`src/rtl/alu_operations_pkg.sv`:
```
// ALU operation codes shared by the control unit and the ALU.
package alu_operations;

   typedef enum logic [3:0] {
      Add,
      Subtract,
      Shift_Left_Logical,
      Set_Less_Than,
      Set_Less_Than_Unsigned,
      Xor,
      Shift_Right_Logical,
      Shift_Right_Arithmetic,
      Or,
      And
   } alu_operation_t;

endpackage

```
`src/rtl/control_unit_pkg.sv`:
```
// Sequencer states, datapath select encodings and RV32I opcode constants.
package control_unit_types;

   typedef enum logic [2:0] {
      S_FETCH,
      S_DECODE,
      S_EXECUTE,
      S_MEMORY,
      S_WRITEBACK,
      S_TRAP
   } state_t;

   typedef enum logic [1:0] {SRC1_RS1, SRC1_PC, SRC1_ZERO} src_1_sel_t;
   typedef enum logic       {SRC2_RS2, SRC2_IMM} src_2_sel_t;
   typedef enum logic [1:0] {WB_ALU, WB_MEM, WB_PC_PLUS_4} wb_sel_t;
   typedef enum logic [1:0] {PC_PLUS_4, PC_IMM, PC_ALU_ALIGNED} pc_sel_t;
   typedef enum logic [2:0] {IMM_I, IMM_S, IMM_B, IMM_U, IMM_J} imm_type_t;

   localparam logic [6:0] OPC_LOAD     = 7'b0000011;
   localparam logic [6:0] OPC_MISC_MEM = 7'b0001111;
   localparam logic [6:0] OPC_OP_IMM   = 7'b0010011;
   localparam logic [6:0] OPC_AUIPC    = 7'b0010111;
   localparam logic [6:0] OPC_STORE    = 7'b0100011;
   localparam logic [6:0] OPC_OP       = 7'b0110011;
   localparam logic [6:0] OPC_LUI      = 7'b0110111;
   localparam logic [6:0] OPC_BRANCH   = 7'b1100011;
   localparam logic [6:0] OPC_JALR     = 7'b1100111;
   localparam logic [6:0] OPC_JAL      = 7'b1101111;
   localparam logic [6:0] OPC_SYSTEM   = 7'b1110011;

   localparam logic [31:0] INSTR_ECALL  = 32'h0000_0073;
   localparam logic [31:0] INSTR_EBREAK = 32'h0010_0073;

endpackage

```
`src/rtl/control_unit_immediate_generator.sv`:
```
// Extracts and sign-extends the I/S/B/U/J immediate of an instruction word.
module immediate_generator
   import control_unit_types::*;
(
   input  logic [31:7] instr,
   input  imm_type_t   imm_type,
   output logic [31:0] immediate
);

   always_comb begin
      immediate = '0;
      case (imm_type)
         IMM_I:   immediate = {{21{instr[31]}}, instr[30:20]};
         IMM_S:   immediate = {{21{instr[31]}}, instr[30:25], instr[11:7]};
         IMM_B:   immediate = {{20{instr[31]}}, instr[7], instr[30:25], instr[11:8], 1'b0};
         IMM_U:   immediate = {instr[31:12], 12'b0};
         IMM_J:   immediate = {{12{instr[31]}}, instr[19:12], instr[20], instr[30:21], 1'b0};
         default: immediate = '0;
      endcase
   end

endmodule

```
`src/rtl/control_unit.sv`:
```
// Multi-cycle RV32I sequencer: fetch/decode/execute/memory/writeback with
// combinational decode from the latched instruction and registered strobes.
module control_unit
   import alu_operations::*;
   import control_unit_types::*;
#(
   parameter bit HALT_ON_ILLEGAL = 1'b1
) (
   input  logic           clk,
   input  logic           rst_n,
   output logic           fetch_valid,
   input  logic           fetch_ready,
   input  logic [31:0]    fetch_instr,
   output logic           mem_valid,
   output logic           mem_write,
   input  logic           mem_ready,
   output alu_operation_t alu_operation,
   output src_1_sel_t     alu_src_1_sel,
   output src_2_sel_t     alu_src_2_sel,
   output logic [31:0]    immediate,
   output logic [4:0]     rs1_addr,
   output logic [4:0]     rs2_addr,
   output logic [4:0]     rd_addr,
   input  logic           alu_result_zero,
   input  logic           alu_result_lsb,
   output logic           rd_write_enable,
   output wb_sel_t        wb_sel,
   output logic           pc_write,
   output pc_sel_t        pc_sel,
   output logic           trap
);

   state_t      state;
   logic [31:0] instr_q;
   logic        taken_q;

   logic [6:0]  opcode;
   logic [2:0]  funct3;
   logic [6:0]  funct7;
   imm_type_t   imm_type;
   logic        writes_rd;
   logic        is_mem;
   logic        is_store;
   logic        is_branch;
   logic        is_jal;
   logic        is_jalr;
   logic        illegal;
   logic        sys_trap;
   logic        rd_write_ok;
   logic        branch_cond;

   assign opcode   = instr_q[6:0];
   assign funct3   = instr_q[14:12];
   assign funct7   = instr_q[31:25];
   assign rd_addr  = instr_q[11:7];
   assign rs1_addr = instr_q[19:15];
   assign rs2_addr = instr_q[24:20];

   immediate_generator u_immediate_generator (
      .instr     (instr_q[31:7]),
      .imm_type  (imm_type),
      .immediate (immediate)
   );

   function automatic alu_operation_t arith_op(input logic [2:0] f3, input logic alt);
      case (f3)
         3'b000:  return alt ? Subtract : Add;
         3'b001:  return Shift_Left_Logical;
         3'b010:  return Set_Less_Than;
         3'b011:  return Set_Less_Than_Unsigned;
         3'b100:  return Xor;
         3'b101:  return alt ? Shift_Right_Arithmetic : Shift_Right_Logical;
         3'b110:  return Or;
         default: return And;
      endcase
   endfunction

   always_comb begin
      alu_operation = Add;
      alu_src_1_sel = SRC1_RS1;
      alu_src_2_sel = SRC2_IMM;
      wb_sel        = WB_ALU;
      imm_type      = IMM_I;
      writes_rd     = 1'b0;
      is_mem        = 1'b0;
      is_store      = 1'b0;
      is_branch     = 1'b0;
      is_jal        = 1'b0;
      is_jalr       = 1'b0;
      illegal       = 1'b0;
      sys_trap      = 1'b0;
      case (opcode)
         OPC_OP: begin
            alu_operation = arith_op(funct3, funct7[5]);
            alu_src_2_sel = SRC2_RS2;
            writes_rd     = 1'b1;
            illegal       = !(funct7 == 7'h00 ||
                              (funct7 == 7'h20 && (funct3 == 3'b000 || funct3 == 3'b101)));
         end
         OPC_OP_IMM: begin
            // funct7[5] only selects SRAI; for ADDI/etc. those bits are immediate
            alu_operation = arith_op(funct3, funct3 == 3'b101 && funct7[5]);
            writes_rd     = 1'b1;
            illegal       = (funct3 == 3'b001 && funct7 != 7'h00) ||
                            (funct3 == 3'b101 && funct7 != 7'h00 && funct7 != 7'h20);
         end
         OPC_LOAD: begin
            wb_sel    = WB_MEM;
            writes_rd = 1'b1;
            is_mem    = 1'b1;
            illegal   = (funct3 == 3'b011) || (funct3[2:1] == 2'b11);
         end
         OPC_STORE: begin
            imm_type = IMM_S;
            is_mem   = 1'b1;
            is_store = 1'b1;
            illegal  = funct3 > 3'b010;
         end
         OPC_BRANCH: begin
            alu_operation = funct3[2] ? (funct3[1] ? Set_Less_Than_Unsigned : Set_Less_Than)
                                      : Subtract;
            alu_src_2_sel = SRC2_RS2;
            imm_type      = IMM_B;
            is_branch     = 1'b1;
            illegal       = funct3[2:1] == 2'b01;
         end
         OPC_JAL: begin
            imm_type  = IMM_J;
            wb_sel    = WB_PC_PLUS_4;
            writes_rd = 1'b1;
            is_jal    = 1'b1;
         end
         OPC_JALR: begin
            wb_sel    = WB_PC_PLUS_4;
            writes_rd = 1'b1;
            is_jalr   = 1'b1;
         end
         OPC_LUI: begin
            alu_src_1_sel = SRC1_ZERO;
            imm_type      = IMM_U;
            writes_rd     = 1'b1;
         end
         OPC_AUIPC: begin
            alu_src_1_sel = SRC1_PC;
            imm_type      = IMM_U;
            writes_rd     = 1'b1;
         end
         OPC_MISC_MEM: ;
         OPC_SYSTEM: begin
            sys_trap = (instr_q == INSTR_ECALL) || (instr_q == INSTR_EBREAK);
            illegal  = !sys_trap;
         end
         default: illegal = 1'b1;
      endcase
      // An illegal word that is not halted on must behave as a plain NOP
      if (illegal) begin
         writes_rd = 1'b0;
         is_mem    = 1'b0;
         is_store  = 1'b0;
         is_branch = 1'b0;
         is_jal    = 1'b0;
         is_jalr   = 1'b0;
      end
   end

   assign rd_write_ok = writes_rd && (rd_addr != 5'd0);
   assign branch_cond = funct3[0] ^ (funct3[2] ? alu_result_lsb : alu_result_zero);

   always_comb begin
      pc_sel = PC_PLUS_4;
      if (is_jal || (is_branch && taken_q))
         pc_sel = PC_IMM;
      else if (is_jalr)
         pc_sel = PC_ALU_ALIGNED;
   end

   always_ff @(posedge clk or negedge rst_n) begin
      if (!rst_n) begin
         state           <= S_FETCH;
         instr_q         <= '0;
         taken_q         <= 1'b0;
         fetch_valid     <= 1'b0;
         mem_valid       <= 1'b0;
         mem_write       <= 1'b0;
         rd_write_enable <= 1'b0;
         pc_write        <= 1'b0;
         trap            <= 1'b0;
      end else begin
         case (state)
            S_FETCH: begin
               if (fetch_valid && fetch_ready) begin
                  instr_q     <= fetch_instr;
                  fetch_valid <= 1'b0;
                  state       <= S_DECODE;
               end else begin
                  fetch_valid <= 1'b1;
               end
            end
            S_DECODE: begin
               taken_q <= 1'b0;
               if (sys_trap || (illegal && HALT_ON_ILLEGAL)) begin
                  trap  <= 1'b1;
                  state <= S_TRAP;
               end else begin
                  state <= S_EXECUTE;
               end
            end
            S_EXECUTE: begin
               taken_q <= is_branch && branch_cond;
               if (is_mem) begin
                  mem_valid <= 1'b1;
                  mem_write <= is_store;
                  state     <= S_MEMORY;
               end else begin
                  pc_write        <= 1'b1;
                  rd_write_enable <= rd_write_ok;
                  state           <= S_WRITEBACK;
               end
            end
            S_MEMORY: begin
               if (mem_ready) begin
                  mem_valid       <= 1'b0;
                  mem_write       <= 1'b0;
                  pc_write        <= 1'b1;
                  rd_write_enable <= rd_write_ok;
                  state           <= S_WRITEBACK;
               end
            end
            S_WRITEBACK: begin
               pc_write        <= 1'b0;
               rd_write_enable <= 1'b0;
               fetch_valid     <= 1'b1;
               state           <= S_FETCH;
            end
            S_TRAP: trap <= 1'b1;
            default: state <= S_FETCH;
         endcase
      end
   end

endmodule

```
`config.mk`:
```
export PLATFORM = sky130hd
export DESIGN_NAME = control_unit
export DESIGN_NICKNAME = d
export VERILOG_FILES = /design/src/rtl/alu_operations_pkg.sv /design/src/rtl/control_unit_pkg.sv /design/src/rtl/control_unit_immediate_generator.sv /design/src/rtl/control_unit.sv
export SDC_FILE = /design/constraint.sdc
export NUM_CORES = 1
export LEC_CHECK = 0
export CELL_PAD_IN_SITES_DETAIL_PLACEMENT = 0
export CELL_PAD_IN_SITES_GLOBAL_PLACEMENT = 1
export CORE_UTILIZATION = 33
export CTS_BUF_LIST = sky130_fd_sc_hd__clkbuf_8
export DETAILED_ROUTE_END_ITERATION = 16
export PLACE_DENSITY = 0.8
export SYNTH_ARGS = -nofsm -noshare
export SYNTH_HDL_FRONTEND = slang
export SYNTH_SLANG_ARGS = --single-unit
```
`constraint.sdc`:
```
create_clock -name clk -period 2.93 [get_ports clk]
set_input_delay 0.7325 -clock clk [delete_from_list [all_inputs] [get_ports clk]]
set_output_delay 0.7325 -clock clk [all_outputs]
set_load 0.1 [all_outputs]
```
; Yosys cells after proc, flatten, opt, wreduce, memory -nomap -nowiden
; Index checks and enable logic that the tools add are counted.
[op_classes]
order_cmp = 1
div_mod_pow = 0
n_bitwise = 2
shift = 0
n_mul = 0
n_reduce_logical = 40
muxes = 52
eq_ne = 37
add_sub_neg = 0
[ops]
columns = operator, n
row1 = one-hot mux 32 bit (5 select lines), 1
row2 = one-hot mux 4 bit (7 select lines), 2
row3 = "equality test 32 x 21 -> 1 bit, second input constant", 1
row4 = "equality test 32 x 7 -> 1 bit, second input constant", 1
row5 = "equality test 7 x 6 -> 1 bit, second input constant", 4
row6 = "equality test 7 bit, second input constant", 4
row7 = 2-to-1 mux 1 bit, 28
row8 = "equality test 3 x 2 -> 1 bit, second input constant", 6
row9 = "equality test 3 bit, second input constant", 6
row10 = 2-to-1 mux 3 bit, 6
row11 = one-hot mux 3 bit (5 select lines), 1
row12 = "equality test 7 x 5 -> 1 bit, second input constant", 2
row13 = one-hot mux 3 bit (4 select lines), 1
row14 = one-hot mux 4 bit (3 select lines), 1
row15 = "inequality test 2 bit, second input constant", 5
row16 = one-hot mux 1 bit (2 select lines), 5
row17 = "equality test 3 x 1 -> 1 bit, second input constant", 3
row18 = logical AND 1 bit, 9
row19 = zero test 3 bit, 3
row20 = AND reduction 3 bit, 3
row21 = one-hot mux 2 bit (2 select lines), 2
row22 = nonzero test 2 bit, 4
row23 = OR reduction 2 bit, 4
row24 = "equality test 7 x 2 -> 1 bit, second input constant", 1
row25 = other kinds (19), 29
[totals]
out_inout_bits = 64
n_memories = 0
word_cells = 141
ff_bits = 42
latch_bits = 0
mem_bits_rw = 0
in_bits = 38
rom_bits = 0

; Longest topological paths before layout
; Gate-level depths: netlist (run 1).
[logic_depth]
ltp_word = 10
depth_mapped = 8
mapped_depth_nobuf = 6

; Cells and area by module
; Synthesis (run 1) repeated with hierarchy kept, for this count alone.
[unflattened]
cells_unflattened = 328
hier_area_um2 = 2955.3
[by_module_without_submodules]
columns = module, cells_each, seq_area_each_um2, area_per_inst_um2, n_inst
row1 = control_unit, 234, 1051.0, 2414.8, 1
row2 = immediate_generator, 94, 0.0, 540.5, 1

; Worst setup path before layout (run 1)
; OpenSTA, ideal clock, no wires.
[synth_timing]
path_type = register to output
start = reg instr_q[3]
end = out immediate[0]
path_slack_ns = -1.130
arrival_ns = 3.328
path_stages_with_launch = 7
required_time_ns = 2.197
path_cell_list = dfrtp_1 > buf_6 > nand4bb_1 > buf_4 > nor2_4 > nand2_2 > o32ai_1
[synth_between]
elab_chain_cells = 5
word_cells_on_any_way = 13
cone_classes = eq/ne (9) / mux (2) / reduce/logical (2)
[synth_lines]
columns = item, line
row1 = start: declaration, control_unit.sv:34  ; logic [31:0] instr_q;
row2 = start signal: assignment, control_unit.sv:192  ; instr_q <= fetch_instr;
row3 = equality test 7 x 5 -> 1 bit / equality test 7 x 6 -> 1 bit (equally long branches), control_unit.sv:92  ; case (opcode)
row4 = OR reduction 2 bit (no line), n/a
row5 = one-hot mux 3 bit (4 select lines) *, control_unit.sv:92
row6 = equality test 3 bit (tied with other cells), control_unit_immediate_generator.sv:12  ; case (imm_type)
row7 = one-hot mux 32 bit (5 select lines) *, control_unit_immediate_generator.sv:12
row8 = end: declaration, control_unit.sv:20  ; output logic [31:0] immediate,
; Mark *: on every way between the ends. The rest lies on a longest branch, timed or not.

; Worst setup path in the final report (run 1)
[layout_timing]
start = reg instr_q[3]
end = out alu_operation[1]
[layout_between]
elab_chain_cells = 2
word_cells_on_any_way = 4
cone_classes = eq/ne (3) / mux (1)
[layout_lines]
columns = item, line
row1 = equality test 7 bit (tied with other cells), control_unit.sv:92
row2 = one-hot mux 4 bit (3 select lines) *, control_unit.sv:92
row3 = end: declaration, control_unit.sv:17  ; output alu_operation_t alu_operation,
; Marked as above.

==> results.json, run 1 <==
{
  "slew_viol_final": 0,
  "ys.flop_type": "dfrtp_1",
  "crit_type": "flip-flop to output port",
  "ys_seq_elements": 42,
  "antenna_found_initial": 0,
  "first_pass_iters": 4,
  "tightest_slew_ns": 0.975,
  "synth_nets": 316,
  "muxShareOfSynthArea_pct": 12.7,
  "hp-class": "flip-flop to flip-flop",
  "nFillCells": 701,
  "grt_start_max_net_pins": 43,
  "io_buffers": 101,
  "die_w_um": 91.7,
  "synth_area_um2": 2660,
  "crit-reg2reg-launch": "instr_q[6]",
  "reg2reg_to": "state[0]",
  "synth_top_area_share_pct": 39.5,
  "cts_root_buf": "clkbuf_8",
  "hold-worst-slack_ns": 0.483,
  "synth_commonest_cells": "42 x dfrtp_1, 29 x mux2_1, 29 x nand2_1",
  "grt_pass1_wl_mm": 12.6,
  "coreArea_um2": 7770,
  "ant_nets": 0,
  "cts.path.max_buffers": 2,
  "setup_viol": 0,
  "synth_top_family_by_area": "simple AND/OR/NAND/NOR gates",
  "status": "completed",
  "postSynthCellCount": 278,
  "cts_sinks": 42,
  "dp.cells": 457,
  "synth_enable_flop_cells": 0,
  "cp-start-kind": "flip-flop",
  "layout.cells.non_filler": 472,
  "finClkSkew_ns": 0.00728,
  "fin_crit_sh_pct": 96.9,
  "end_kind": "output port",
  "place.gp.congestion": 0.829,
  "async_reset_ff_share_pct": 100,
  "cts_tree": "yes",
  "die_h_um": 91.7,
  "drv_cap": 0,
  "place_hpwl_mm": 5.86,
  "grt_usage_pct": 19.0,
  "numCtsBuffers": 5,
  "final_layout_size_suffix_gt1_share_pct": 31.1,
  "grt_overflow": 0,
  "vias": 2394,
  "wl_per_cell_um": 16.3,
  "initial_core_util_pct": 34.2,
  "final_core_utilization_pct": 54.7,
  "avgSynthCellArea_um2": 9.56,
  "synthAdderAreaFrac_pct": 0,
  "synth-simple-area-share_pct": 21.2,
  "hold_end": "trap",
  "viasPerCell": 5.07,
  "antenna_cells": 0,
  "worstPathMaxFanout": 8,
  "drtIter0Drc": 110,
  "reg2reg_depth": 7,
  "remaining_drc_errors": 0,
  "grt_pass1_vias": 2389,
  "startpoint": "instr_q[3]",
  "fin_crit_ns": 2.84,
  "htree_levels": 2,
  "yosys.area.top_type": "dfrtp_1",
  "yosys_warnings": 0,
  "cts.clk_slew.worst_paths_ns": 0.09,
  "synth-compound-area-share_pct": 17.1,
  "synth_most_common_cell": "dfrtp_1",
  "area_growth_pct": 59.8,
  "hold_start": "trap",
  "rrSetupSlack_ns": 0.96,
  "yosysSeqAreaShare_pct": 39.5,
  "io-pin-count": 102,
  "fmaxAchievable_mhz": 352,
  "worst_ep_arrival_time_ns": 2.11,
  "hold_violations": 0,
  "clk_latency_ns": 0.30,
  "synth_xor_xnor_area_share_pct": 0.989,
  "routed_wl_mm": 7.71,
  "maxSlewHeadroom_pct": 35.0,
  "rows": 32,
  "nets": 407,
  "synth_area_leaders": "dfrtp_1 40%, mux2_1 12%, a21o_1 5.4%",
  "cp.required_ns": 2.20,
  "whs_path_depth": 1,
  "ys_types": 60,
  "dieArea_um2": 8420
}
[cell usage in the layout (no fill, tap or decap), types with 2 or more instances in the layout]
cell,n
a21oi_2,2
a21o_1,19
dfrtp_1,40
buf_4,39
nand3_1,8
o21ai_1,10
and2_1,9
nand3b_1,2
buf_12,42
nor2b_1,3
nor2_1,17
o21ai_0,5
nand2_1,29
clkdlybuf4s50_1,36
mux2_1,29
and3_1,2
o21ai_2,3
a21oi_1,5
dfrtp_2,2
inv_1,5
nand4_1,2
clkbuf_8,6
nor2_4,2
xnor2_1,2
o2bb2ai_1,2
nor2_2,2
nor4_1,2
nand4bb_1,2
nand2b_1,3
[layer usage]
layer	share of wire [%]	global-route usage, %	vias up
li1	-	-	1153
met1	44	24.6	1162
met2	50	31.6	68
met3	4.8	3.90	11
met4	1.9	6.25	0
met5	0	0	-
[cells by family (layout without fill, tap and decap cells)]
logic type / Yosys count / after routing
compound gates: 64 / 64
xor+xnor: 3 / 3
buf+inv: 40 / 132
flops: 42 / 42
mux: 30 / 30
simple gates: 99 / 99
[worst max-delay path by stage]
stage                                   to  depth (start not counted)
final                     alu_operation[1]                          6
after global routing      alu_operation[1]                          6
after CTS                 alu_operation[1]                          6
after detailed placement  alu_operation[1]                          6
after global placement    alu_operation[1]                          6
after floorplan           alu_src_1_sel[0]                          5
[flip-flops by register name, summed over array words and instances (netlist names)]
register / count
fetch_valid: 1
mem_valid: 1
state: 3
pc_write: 1
taken_q: 1
trap: 1
mem_write: 1
rd_write_enable: 1
instr_q: 32
[what timing repair did]
action | in CTS | in global routing
setup endpoints to repair | 4 | 23
pin swaps | 0 | 1
gates resized for setup | 1 | 4
gates cloned | 0 | 0
hold buffers | 0 | 0
buffers inserted | 0 | 7
[cell type report]
cell class              instances  area, um^2  share of cell area (%)
clock inverters                 2        8.76                   0.206
flip-flops and latches         42        1050                    24.8
clock buffers                   6        82.6                    1.94
inverters                       4        15.0                   0.354
repair buffers                120        1520                    35.9
well taps                     102         128                    3.01
multi-input cells             196        1440                    33.8
[worst max-delay path, cell delays in order, from the launching register on]
cell and delay, ns:
dfrtp_2 0.46, nand4bb_1 0.19, buf_4 0.19, nor3b_4 0.19, or4b_1 0.47, o21ai_2 0.11
buf_12 0.20
[per-stage QoR]
step	setup slack [ns]	area [um^2]	setup TNS, ns
final	0.0897	4250	0
after global placement	0.356	4080	0
after detailed placement	0.276	4080	0
after global routing	-0.00495	4250	-0.00740
after CTS	0.0179	4180	0
after floorplan	-0.184	2700	-0.493
Power of run 1 is left out: the tool's default activity adds up to more than one toggle a clock period on the data nets, which glitch-free logic cannot reach.
==> run 2: changes to the inputs <==
Settings changed: ABC_AREA set to 1, CORE_UTILIZATION 33 to 31, PLACE_DENSITY 0.8 to 0.81.
==> run 2 against run 1 <==
Compared with the run above: fmax rose by 0.76%; clock-buffer cell count did not move; sequential share of layout area fell by 0.18 points; highest routed layer unchanged.
==> results.json, run 2 <==
{
  "synth_most_common_cell": "nand2_1",
  "cts.path.max_buffers": 2,
  "grt_usage_pct": 19.3,
  "largest_reg_flops": 32,
  "synth_area_um2": 2660,
  "cp-start-kind": "flip-flop",
  "async_reset_ff_share_pct": 100,
  "grt_pass1_vias": 2702,
  "remaining_drc_errors": 0,
  "fin_crit_sh_pct": 96.2,
  "ys_seq_elements": 42,
  "fmaxAchievable_mhz": 355,
  "die_h_um": 94.5,
  "yosysSeqAreaShare_pct": 39.6,
  "startpoint": "instr_q[31]",
  "wl_met2_mm": 3.99,
  "drv_cap": 0,
  "setup_viol": 0,
  "synth_commonest_cells": "116 x nand2_1, 53 x nor2_1, 51 x o21ai_0",
  "yosys.area.top_type": "dfrtp_1",
  "maxSlewHeadroom_pct": 35.6,
  "hp-class": "flip-flop to flip-flop",
  "grt_setup_unrepaired": "yes",
  "cts_sinks": 42,
  "critPathCapture": "pc_sel[0]",
  "antenna_found_initial": 0,
  "reg_top3": "instr_q x32, state x3",
  "dieArea_um2": 8940,
  "cp_slowest_cell": "dfrtp_2",
  "cts_root_buf": "clkbuf_8",
  "worst_slack_ns": 0.111,
  "die_w_um": 94.5,
  "area_growth_pct": 61.1,
  "slowest_delay_ns": 0.45,
  "io-pin-count": 102,
  "highest_layer": "met4",
  "holdBufCountCts": 0,
  "grt_overflow": 0,
  "rrSetupSlack_ns": 1.03,
  "wl_met3_um": 379,
  "clk_latency_ns": 0.29,
  "numCtsBuffers": 5,
  "io_buffers": 101,
  "htree_levels": 2,
  "nets": 531,
  "hold_violations": 0,
  "cts.clk_slew.worst_paths_ns": 0.08,
  "synth_enable_flop_cells": 0,
  "yosys_warnings": 0,
  "crit_type": "flip-flop to output port",
  "path_cells": "nor2_2, nand2_2, nor2_4, nand2_1, o21ai_2, nand3_2, nor3_4, nand2_1, nand2_2, buf_12",
  "worst_ep_arrival_time_ns": 2.09,
  "place.gp.congestion": 0.834,
  "synth_area_leaders": "dfrtp_1 40%, nand2_1 16%, o21ai_0 9.6%",
  "drtIter0Drc": 123,
  "avgSynthCellArea_um2": 6.69,
  "grt_pass1_wl_mm": 13.4,
  "layout_commonest_cell": "nand2_1",
  "wl_met1_mm": 3.65,
  "synth_top_area_share_pct": 39.6,
  "end_kind": "output port",
  "tightest_slew_ns": 0.966,
  "fin_crit_ns": 2.82,
  "ys_types": 26,
  "viasPerCell": 4.66,
  "synth_nets": 435,
  "finClkSkew_ns": 0.00772,
  "pre_cts_slack_ns": 0.104,
  "place_hpwl_mm": 6.62,
  "slew_viol_final": 0,
  "vias": 2790,
  "crit-reg2reg-launch": "instr_q[13]",
  "postSynthCellCount": 397,
  "rows": 33,
  "coreArea_um2": 8260,
  "cp.required_ns": 2.20,
  "first_pass_iters": 4,
  "final_layout_size_suffix_gt1_share_pct": 29.8,
  "routed_wl_mm": 8.21,
  "ant_nets": 0,
  "wl_per_cell_um": 13.7,
  "antenna_cells": 0,
  "reg2reg_to": "state[0]",
  "regMostFlops": "instr_q",
  "reg2reg_depth": 12,
  "ys.flop_type": "dfrtp_1",
  "worstPathMaxFanout": 5,
  "initial_core_util_pct": 32.2,
  "cts_tree": "yes",
  "grt_start_max_net_pins": 45,
  "status": "completed",
  "final_cell_mix": "110 x nand2_1, 46 x nor2_1, 46 x inv_1, 41 x buf_4, 40 x dfrtp_1"
}
==> run 2: cell count changes in the layout (fill, tap and decap cells not counted), moves of 18 or more <==
cell / previous run / this run
nand2_1: 29 / 110
inv_1: 5 / 46
mux2_1: 29 / 0
nor2_1: 17 / 46
o21ai_0: 5 / 33
a21o_1: 19 / 1
==> run 2: repair_timing <==
action | 4_1_cts | 5_1_grt
cloned | 0 | 0
setup endpoints to repair | 8 | 11
resized for setup | 3 | 19
pin swaps | 0 | 3
buffers inserted | 0 | 8
endpoints found under the hold margin | 0 | 0
==> run 2: kinds of logic (layout without fill, tap and decap cells) <==
family | count (synthesis) | count (layout) | share of synthesized area [%]
compound gates | 68 | 68 | 13.5
simple gates | 209 | 209 | 33.4
flops | 42 | 42 | 39.6
buf+inv | 78 | 175 | 13.5
==> run 2: final cells by class <==
class                   instances  area [um^2]
clock buffers                   6         82.6
repair buffers                114         1390
inverters                      53          199
flip-flops and latches         42         1050
multi-input cells             277         1410
fillers                       806         3980
well taps                     105          131
clock inverters                 2         12.5
==> run 2: worst min path at each step <==
stage	cells after the start	endpoint	start	slack [ns]
after floorplan	0	fetch_valid	rst_n	0.44
after global placement	2	mem_valid	mem_valid	0.48
after detailed placement	2	mem_valid	mem_valid	0.47
after CTS	1	trap	trap	0.49
after global routing	2	rd_write_enable	rd_write_enable	0.51
final	1	trap	trap	0.49
==> run 2: critical path: cells and delay by family (launching register included) <==
family	cells	cell delay (ns)
flip-flops	1	0.45
AND/OR/NAND/NOR	8	1.01
AO/OA/AOI/OAI	1	0.17
buffers and inverters	1	0.18
==> run 2: metrics by stage <==
stage                     hold WS [ns]  std cells  cell area (um^2)  utilization [%]  TNS, ns
after floorplan                  0.437        397              2750                -    -1.14
after global placement           0.478        583              4060             49.1        0
after detailed placement         0.474        583              4060             49.1        0
after CTS                        0.492        591              4160             50.4        0
after global routing             0.513        599              4280             51.8   -0.102
final                            0.491        599              4280             51.8        0
==> run 2: routing by layer <==
metal / track usage, % / vias to the layer above
met5: 0 / -
met4: 5.81 / 0
met3: 3.78 / 14
met2: 32.1 / 65
met1: 25.3 / 1292
li1: - / 1419
Power of run 2 is left out for the same reason.
